$ cat config.mk
export PLATFORM = sky130hd
export DESIGN_NAME = vecmac_dot_ctrl_flat
export DESIGN_NICKNAME = d
export VERILOG_FILES = /design/src/rtl/vecmac_pkg.sv /design/src/rtl/vecmac_dot_ctrl_if.sv /design/src/rtl/vecmac_acc.sv /design/src/rtl/vecmac_dot_ctrl.sv /design/src/flat_wrapper.sv
export SDC_FILE = /design/constraint.sdc
export NUM_CORES = 1
export LEC_CHECK = 0
export BUFFER_PORTS_ARGS = -buffer_cell sky130_fd_sc_hd__clkbuf_2
export CORE_ASPECT_RATIO = 1.25
export CORE_MARGIN = 2
export CORE_UTILIZATION = 56
export DETAILED_ROUTE_END_ITERATION = 10
export PLACE_DENSITY = 0.93
export RECOVER_POWER = 25
export SLEW_MARGIN = 20
export SYNTH_ARGS = -nofsm -noshare
export SYNTH_HDL_FRONTEND = slang
export SYNTH_SLANG_ARGS = --single-unit
$ cat constraint.sdc
create_clock -name clk -period 6.5 [get_ports clk]
set_input_delay 0.65 -clock clk [delete_from_list [all_inputs] [get_ports clk]]
set_output_delay 0.65 -clock clk [all_outputs]
set_load 0.02 [all_outputs]
$ cat src/rtl/vecmac_pkg.sv
// Shared types and constants for the dot-product sequencer and its
// accumulator.
package vecmac_pkg;

    localparam int MAC_SUM_W = 18;
    localparam int BEAT_W    = 32;
    localparam int LANES     = 4;

    localparam int DEF_LEN_W = 8;
    localparam int DEF_ACC_W = 32;

    typedef enum logic [1:0] {
        ST_IDLE  = 2'd0,
        ST_ISSUE = 2'd1,
        ST_DRAIN = 2'd2,
        ST_DONE  = 2'd3
    } vecmac_state_e;

endpackage

$ cat src/rtl/vecmac_dot_ctrl_if.sv
// Command, operand and result channels of the dot-product sequencer.
interface vecmac_dot_ctrl_if
    import vecmac_pkg::*;
#(
    parameter int LEN_W = DEF_LEN_W,
    parameter int ACC_W = DEF_ACC_W
);
    logic              cmd_valid;
    logic              cmd_ready;
    logic [LEN_W-1:0]  cmd_len;

    logic              op_valid;
    logic              op_ready;
    logic [BEAT_W-1:0] op_a;
    logic [BEAT_W-1:0] op_b;

    logic              res_valid;
    logic              res_ready;
    logic [ACC_W-1:0]  res_data;

    modport master (
        output cmd_valid, cmd_len, op_valid, op_a, op_b, res_ready,
        input  cmd_ready, op_ready, res_valid, res_data
    );

    modport slave (
        input  cmd_valid, cmd_len, op_valid, op_a, op_b, res_ready,
        output cmd_ready, op_ready, res_valid, res_data
    );

endinterface

$ cat src/rtl/vecmac_acc.sv
// Accumulates datapath partial sums and counts returned beats against the
// command length; flags returns that arrive when none are outstanding.
module vecmac_acc
    import vecmac_pkg::*;
#(
    parameter int LEN_W = DEF_LEN_W,
    parameter int ACC_W = DEF_ACC_W
) (
    input  logic                 clk,
    input  logic                 rst_n,
    input  logic                 clear,
    input  logic                 active,
    input  logic                 mac_out_valid,
    input  logic [MAC_SUM_W-1:0] mac_out_sum,
    input  logic [LEN_W-1:0]     len,
    output logic [ACC_W-1:0]     acc,
    output logic                 last_ret,
    output logic                 spurious
);

    logic [LEN_W-1:0] ret_cnt;
    logic             take;

    assign take     = mac_out_valid && active && (ret_cnt != len);
    assign last_ret = take && (ret_cnt == len - LEN_W'(1));
    assign spurious = mac_out_valid && !take;

    always_ff @(posedge clk) begin
        if (!rst_n) begin
            acc     <= '0;
            ret_cnt <= '0;
        end else if (clear) begin
            acc     <= '0;
            ret_cnt <= '0;
        end else if (take) begin
            acc     <= acc + ACC_W'(mac_out_sum);
            ret_cnt <= ret_cnt + LEN_W'(1);
        end
    end

endmodule

$ cat src/rtl/vecmac_dot_ctrl.sv
// Sequences operand beats into the 4-lane MAC datapath and returns the
// accumulated dot product; counts returns, so datapath latency is irrelevant.
//   state | meaning
//   IDLE  | waiting for a command
//   ISSUE | forwarding operand beats, absorbing early returns
//   DRAIN | all beats issued, waiting for remaining returns
//   DONE  | result presented until consumed
module vecmac_dot_ctrl
    import vecmac_pkg::*;
#(
    parameter int LEN_W = DEF_LEN_W,
    parameter int ACC_W = DEF_ACC_W
) (
    input  logic                 clk,
    input  logic                 rst_n,
    vecmac_dot_ctrl_if.slave     bus,
    output logic                 mac_in_valid,
    output logic [BEAT_W-1:0]    mac_in_a,
    output logic [BEAT_W-1:0]    mac_in_b,
    input  logic                 mac_out_valid,
    input  logic [MAC_SUM_W-1:0] mac_out_sum,
    output logic                 busy,
    output logic                 err_spurious
);

    if (ACC_W < MAC_SUM_W + LEN_W) begin : g_acc_w_check
        $error("vecmac_dot_ctrl: ACC_W too narrow for worst-case dot product");
    end

    vecmac_state_e    state_q, state_d;
    logic [LEN_W-1:0] len_q;
    logic [LEN_W-1:0] issue_cnt;
    logic [ACC_W-1:0] acc;
    logic             cmd_fire, op_fire, res_fire;
    logic             last_issue, last_ret, acc_spurious, active;

    assign bus.cmd_ready = (state_q == ST_IDLE);
    assign bus.op_ready  = (state_q == ST_ISSUE);
    assign bus.res_valid = (state_q == ST_DONE);
    // acc is frozen outside ISSUE/DRAIN, so it doubles as the held result.
    assign bus.res_data  = acc;
    assign busy          = (state_q != ST_IDLE);

    assign cmd_fire   = bus.cmd_valid && bus.cmd_ready;
    assign op_fire    = bus.op_valid && bus.op_ready;
    assign res_fire   = bus.res_valid && bus.res_ready;
    assign last_issue = (issue_cnt == len_q - LEN_W'(1));
    assign active     = (state_q == ST_ISSUE) || (state_q == ST_DRAIN);

    always_ff @(posedge clk) begin
        if (!rst_n) begin
            state_q <= ST_IDLE;
        end else begin
            state_q <= state_d;
        end
    end

    always_comb begin
        state_d = state_q;
        case (state_q)
            ST_IDLE: begin
                if (cmd_fire) begin
                    state_d = (bus.cmd_len == '0) ? ST_DONE : ST_ISSUE;
                end
            end
            ST_ISSUE: begin
                if (op_fire && last_issue) begin
                    state_d = ST_DRAIN;
                end
            end
            ST_DRAIN: begin
                if (last_ret) begin
                    state_d = ST_DONE;
                end
            end
            ST_DONE: begin
                if (res_fire) begin
                    state_d = ST_IDLE;
                end
            end
            default: state_d = ST_IDLE;
        endcase
    end

    always_ff @(posedge clk) begin
        if (!rst_n) begin
            len_q        <= '0;
            issue_cnt    <= '0;
            mac_in_valid <= 1'b0;
            mac_in_a     <= '0;
            mac_in_b     <= '0;
            err_spurious <= 1'b0;
        end else begin
            mac_in_valid <= op_fire;
            if (cmd_fire) begin
                len_q     <= bus.cmd_len;
                issue_cnt <= '0;
            end else if (op_fire) begin
                issue_cnt <= issue_cnt + LEN_W'(1);
            end
            if (op_fire) begin
                mac_in_a <= bus.op_a;
                mac_in_b <= bus.op_b;
            end
            if (acc_spurious) begin
                err_spurious <= 1'b1;
            end
        end
    end

    vecmac_acc #(
        .LEN_W (LEN_W),
        .ACC_W (ACC_W)
    ) u_acc (
        .clk           (clk),
        .rst_n         (rst_n),
        .clear         (cmd_fire),
        .active        (active),
        .mac_out_valid (mac_out_valid),
        .mac_out_sum   (mac_out_sum),
        .len           (len_q),
        .acc           (acc),
        .last_ret      (last_ret),
        .spurious      (acc_spurious)
    );

endmodule

$ cat src/flat_wrapper.sv
// flat-port wrapper written by rule: the top's interface ports become plain ports
module vecmac_dot_ctrl_flat import vecmac_pkg::*;
#(
    parameter int LEN_W = DEF_LEN_W,
    parameter int ACC_W = DEF_ACC_W
)
  (clk, rst_n, mac_in_valid, mac_in_a, mac_in_b, mac_out_valid, mac_out_sum, busy, err_spurious, bus_cmd_valid, bus_cmd_len, bus_op_valid, bus_op_a, bus_op_b, bus_res_ready, bus_cmd_ready, bus_op_ready, bus_res_valid, bus_res_data);
  vecmac_dot_ctrl_if #(.LEN_W(LEN_W), .ACC_W(ACC_W)) bus_i ();
  input  logic clk;
  input  logic rst_n;
  output logic mac_in_valid;
  output logic [BEAT_W-1:0] mac_in_a;
  output logic [BEAT_W-1:0] mac_in_b;
  input  logic mac_out_valid;
  input  logic [MAC_SUM_W-1:0] mac_out_sum;
  output logic busy;
  output logic err_spurious;
  input wire logic [$bits(bus_i.cmd_valid)-1:0] bus_cmd_valid;
  input wire logic [$bits(bus_i.cmd_len)-1:0] bus_cmd_len;
  input wire logic [$bits(bus_i.op_valid)-1:0] bus_op_valid;
  input wire logic [$bits(bus_i.op_a)-1:0] bus_op_a;
  input wire logic [$bits(bus_i.op_b)-1:0] bus_op_b;
  input wire logic [$bits(bus_i.res_ready)-1:0] bus_res_ready;
  output wire logic [$bits(bus_i.cmd_ready)-1:0] bus_cmd_ready;
  output wire logic [$bits(bus_i.op_ready)-1:0] bus_op_ready;
  output wire logic [$bits(bus_i.res_valid)-1:0] bus_res_valid;
  output wire logic [$bits(bus_i.res_data)-1:0] bus_res_data;
  assign bus_i.cmd_valid = bus_cmd_valid;
  assign bus_i.cmd_len = bus_cmd_len;
  assign bus_i.op_valid = bus_op_valid;
  assign bus_i.op_a = bus_op_a;
  assign bus_i.op_b = bus_op_b;
  assign bus_i.res_ready = bus_res_ready;
  assign bus_cmd_ready = bus_i.cmd_ready;
  assign bus_op_ready = bus_i.op_ready;
  assign bus_res_valid = bus_i.res_valid;
  assign bus_res_data = bus_i.res_data;
  vecmac_dot_ctrl #(.LEN_W(LEN_W), .ACC_W(ACC_W)) u_core (.clk(clk), .rst_n(rst_n), .bus(bus_i), .mac_in_valid(mac_in_valid), .mac_in_a(mac_in_a), .mac_in_b(mac_in_b), .mac_out_valid(mac_out_valid), .mac_out_sum(mac_out_sum), .busy(busy), .err_spurious(err_spurious));
endmodule
; Word-level counts from Yosys, hierarchy flattened
; Index checks and enable logic that the tools add are counted.
[totals]
register_bits = 124
input_bits = 96
output_inout_bits = 102
elab_cells = 45
[op_classes]
add_sub_neg = 4
n_eq_ne = 10
n_mux = 6
bitwise_logic = 1
n_reduce_logical = 15
[ops]
columns = operator, count
row1 = 32-bit by 18-bit adder with 32-bit output, 1
row2 = 8-bit by 1-bit adder with 8-bit output (second input constant), 2
row3 = 8-bit == test, 2
row4 = 2-bit two-way mux, 5
row5 = 1-bit logical AND, 8
row6 = 8-bit logical NOT, 1
row7 = 8-bit != test, 1
row8 = 2-bit case mux with 4 select lines, 1
row9 = 8-bit by 1-bit subtractor with 8-bit output (second input constant), 1
row10 = 2-bit != test (second input constant), 3
row11 = 2-bit == test (second input constant), 2
row12 = 4-bit AND reduction, 1
row13 = 2-bit by 1-bit == test with 1-bit output (second input constant), 1
row14 = 2-bit logical NOT, 1
row15 = 2-bit by 1-bit != test with 1-bit output (second input constant), 1
row16 = 2-bit nonzero test, 1
row17 = 2-bit OR reduction, 1
row18 = 1-bit logical NOT, 1
row19 = 1-bit logical OR, 1
row20 = 1-bit NOT, 1

; Depth between registers and ports, before layout
[depth]
ltp_word = 7
mapped_depth = 10
ltp_nobuf = 9

; Modules after synthesis
; Synthesis repeated with hierarchy kept, for this count alone.
[hier_totals]
cells_unflattened = 791
area_unflattened_um2 = 6406.1
[modules_own_cells]
columns = module, instances, cells_per_inst, area_each_um2, seq_area_each_um2
row1 = vecmac_dot_ctrl, 1, 414, 3447.1, 1681.6
row2 = vecmac_acc, 1, 377, 2959.1, 800.8

; Worst setup path after synthesis
; OpenSTA, ideal clock, no wires.
[synth_timing]
path_type = input-to-reg
startpoint = in mac_out_sum[0]
endpoint = reg u_core.u_acc.acc[16]
setup_ns = 0.122
arrival_ns = 2.976
t_required_ns = 6.378
setup_slack_ns = 3.402
path_stages = 9
n_path_buf = 0
cell_sequence = ha_1 > fa_1 > a21o_1 > a311o_1 > a41o_1 > or3b_1 > a31oi_2 > mux2i_1 > a311o_1
[synth_between]
elab_chain_len = 1
[synth_lines]
columns = element, line_no
row1 = "start, declared", flat_wrapper.sv:15  ; input logic [MAC_SUM_W-1:0] mac_out_sum;
row2 = 32-bit by 18-bit adder with 32-bit output, vecmac_acc.sv:36  ; acc <= acc + ACC_W'(mac_out_sum);
row3 = "end signal, assigned", vecmac_acc.sv:36
row4 = "end, declared", vecmac_acc.sv:16  ; output logic [ACC_W-1:0] acc,
; No other way between the ends.
; A chain may end at the register's enable or synchronous reset.

; Worst setup path in the final report
[layout_timing]
startpoint = in rst_n
endpoint = reg u_core.u_acc.acc[17]
[layout_between]
elab_chain_len = 2
[layout_lines]
columns = element, line_no
row1 = "start, declared", flat_wrapper.sv:10  ; input logic rst_n;
row2 = 1-bit NOT (no source line), n/a
row3 = 2-bit OR reduction (no source line), n/a
; No other way between the ends.

==> metrics.cfg <==
[synth]
synth-seq-area-share=0.392
synth_top_family_by_area=simple AND/OR/NAND/NOR gates
synth_nets=901
synth_area_leaders=dfxtp_1 (39%), nand2_1 (11%), a21boi_0 (8.7%)
async_flop_share=0
ys.flop_type=dfxtp_1
synth_seq_cells=124
syn-cell-area_sq_mm=0.00633
synth_top_area_cell=dfxtp_1
synth-edff-count=0
synthSimpleGateAreaFrac=0.231
synth_cell_types=64
postSynthCellCount=779
synthMuxAreaShare=0.00949
synth_top_area_share=0.392
synth_compound_area_frac=0.201
syn_area_per_cell_sq_um=8.13
synthAdderAreaFrac=0.0526
synth_xor_area_frac=0.0719
ys_warn_count=0

[timing]
fin_ws_ns=2.70
fin_skew_ns=0.00647
rsz0062_at_grt=false
final-max-slew-violation-count=80
tightest_slew_ns=2.64
period_minus_slack_ns=3.80
timing.fmax_mhz=263
fin_crit_sh=0.585
slew-limit-headroom=-0.763
tns_ns=0
hold_violations=0
setup_viol=0

[worst_setup_path]
cp_max_fo=79
cp_cell_sequence=clkbuf_2 -> clkbuf_1 -> and2_1 -> nand2_1 -> a211oi_1 -> a31o_2
worstSetupEndpointType=flop
slowest_delay_ns=1.85
cpLargestDelayFamily=buffers and inverters
r2r_cells=9
reg2reg_to=u_core.u_acc.acc[16]
required_ns=6.85
worstPathArrival_ns=4.15
cp_slowest_cell=clkbuf_1
critPathLaunchType=input port
critPathKind=in -> reg
rrSetupSlack_ns=3.55
r2r_start=u_core.u_acc.acc[0]
worstPathBufferInverterCount=2

[placement]
gp_congestion=0.955
dp_slack_ns=3.17
dpl.cell_count=1063
hpwl_um=11800
portBuffers=197
dpl_cell_area_sq_mm=0.00731

[clock_network]
path_clk_slew_ns=0.06
root_buffer=clkbuf_16
cts.path.max_buffers=2
cts_resized=0
hold_buffers=0
clock_latency_ns=0.41
cts_tree=built
cts_buffers=17
h-tree-depth=4
post-cts-setup-buffers=0
cts_num_sinks=124

[power_and_ir_drop]
clkPwrFrac=0.394
p_seq_frac=0.354
swShare=0.334
p_sw_uw=829
p_comb_frac=0.251
vdd_drop_max_uv=160
p_leak_nw=3.26
power_density_mw_per_mm2=316
power.internal_mw=1.65

[drt]
first_pass_iters=5
drt_iter0_markers=356
vias=6167
wirelength_um=16900
wl_per_cell_um=15.4
via_per_inst=5.63
antenna_left=0
drc_errors=0

[finish]
drive_gt1_frac=0.200
antenna_cells=0
final_nets=1069
nFillCells=887
regArea_sq_mm=0.00248
area_growth_pct=24.0
fin_cells=1095
multi_input_area_sq_mm=0.00359
design_area_sq_mm=0.00785

[floorplan]
io_pins=198
initial_core_util=0.571
die-height_um=123
fp.dieW_um=99.1
core_sq_mm=0.0111
rows=43
die-area_sq_mm=0.0122

[status]
failed_checks=capacitance limit, slew limit
status=finished, violations left

[grt]
overflow=0
antenna_found_initial=0
grt.total_usage=0.270
grt_pass1_vias=5657
grt_pass1_wl_um=26800
grt_max_degree=80

[hold_path]
min-delay-start=u_core.mac_in_b[22]
hold_path_end=u_core.mac_in_b[22]
hold_path_class=reg -> reg
hold_depth=2

[job]
maxCapViolCount=1

==> worst reg2reg max path: cells and delay by family (launching register included) <==
family	cells	cell delay (ns)
and+or+nand+nor	1	0.43
AOI/OAI and AO/OA	5	1.36
DFF	1	0.32
adders and majority gates	2	0.63
muxes	1	0.10
==> final cells by class <==
class,count,area share
clock buffer,17,0.0542
clock inverter,15,0.0238
inverter,12,0.00574
multi-input combinational,590,0.457
sequential,124,0.316
tap,135,0.0215
timing repair buffer,202,0.121
==> cell usage after synthesis, types with 2 or more instances <==
library cell	count
ha_1	25
buf_6	2
nand3b_1	3
inv_1	12
and2_1	5
o21a_1	3
buf_2	5
dfxtp_1	124
xor2_1	32
nand3_1	32
nor3b_1	2
nand4_1	12
nor3_1	6
xnor2_1	20
a211oi_2	2
a2111oi_0	2
a211oi_1	5
mux2i_1	6
o211ai_1	3
clkbuf_1	39
o31ai_1	6
nor2_1	39
a31oi_1	7
or3_1	6
and3_1	10
a21boi_0	73
nor2b_1	3
a21oi_1	28
nand2_1	189
a21o_1	7
or4_1	3
a311o_1	2
nor4_1	3
o2111ai_1	2
buf_1	6
a311oi_1	4
o21ai_0	18
nand2b_1	7
==> cells in the final DEF (no fill, tap or decap), types with 7 or more instances in the layout <==
master	Yosys	routed
nand2_1	189	188
clkbuf_2	1	142
dfxtp_1	124	124
a21boi_0	73	73
clkbuf_1	39	56
nor2_1	39	39
xor2_1	32	32
nand3_1	32	32
a21oi_1	28	27
ha_1	25	25
xnor2_1	20	20
o21ai_0	18	18
clkbuf_16	0	17
inv_1	12	12
nand4_1	12	12
and3_1	10	10
a31oi_1	7	7
nand2b_1	7	7
a21o_1	7	7
==> flip-flops by register name, summed over array words and instances (netlist names) <==
register              cells
u_core.u_acc.acc         32
u_core.issue_cnt          8
u_core.len_q              8
u_core.mac_in_a          32
u_core.mac_in_valid       1
u_core.state_q            2
u_core.err_spurious       1
u_core.mac_in_b          32
u_core.u_acc.ret_cnt      8
==> how the worst max path moves through the flow <==
stage / from / end / slack [ns] / cells past startpoint
2_1_floorplan: mac_out_sum[0] / u_core.u_acc.acc[16] / 3.40 / 9
3_3_place_gp: mac_out_sum[0] / u_core.u_acc.acc[16] / 3.23 / 10
3_5_place_dp: mac_out_sum[0] / u_core.u_acc.acc[16] / 3.17 / 10
4_1_cts: u_core.u_acc.acc[0] / u_core.u_acc.acc[16] / 3.57 / 9
5_1_grt: rst_n / u_core.u_acc.acc[17] / 2.23 / 6
6_report: rst_n / u_core.u_acc.acc[17] / 2.70 / 6
==> power by group through the flow <==
stage | Combinational, mW | Clock (mW) | Sequential (mW)
2_1_floorplan | 0.391 | 0 | 0.940
3_3_place_gp | 0.608 | 0 | 0.889
3_5_place_dp | 0.620 | 0 | 0.894
4_1_cts | 0.626 | 0.989 | 0.878
5_1_grt | 0.684 | 1.03 | 0.887
6_report | 0.624 | 0.978 | 0.879
==> per-stage QoR <==
stage | util | power, mW | hold slack (ns)
2_1_floorplan | - | 1.33 | 0.468
3_3_place_gp | 0.660 | 1.50 | 0.451
3_5_place_dp | 0.660 | 1.51 | 0.457
4_1_cts | 0.715 | 2.49 | 0.461
5_1_grt | 0.708 | 2.60 | 0.467
6_report | 0.708 | 2.48 | 0.465
==> routing by layer <==
metal,vias up,global-route usage,routed length (um)
li1,3023,-,-
met1,2825,0.310,6720
met2,277,0.485,8500
met3,42,0.0547,1240
met4,0,0.114,398
met5,-,0,0
==> kinds of logic after synthesis <==
group,after synthesis
buffers and inverters,65
muxes,6
AOI/OAI and AO/OA,178
adders and majority gates,26
xor gates and xnor gates,52
DFF,124
and+or+nand+nor,328
Power figures use the tool's default switching activity.
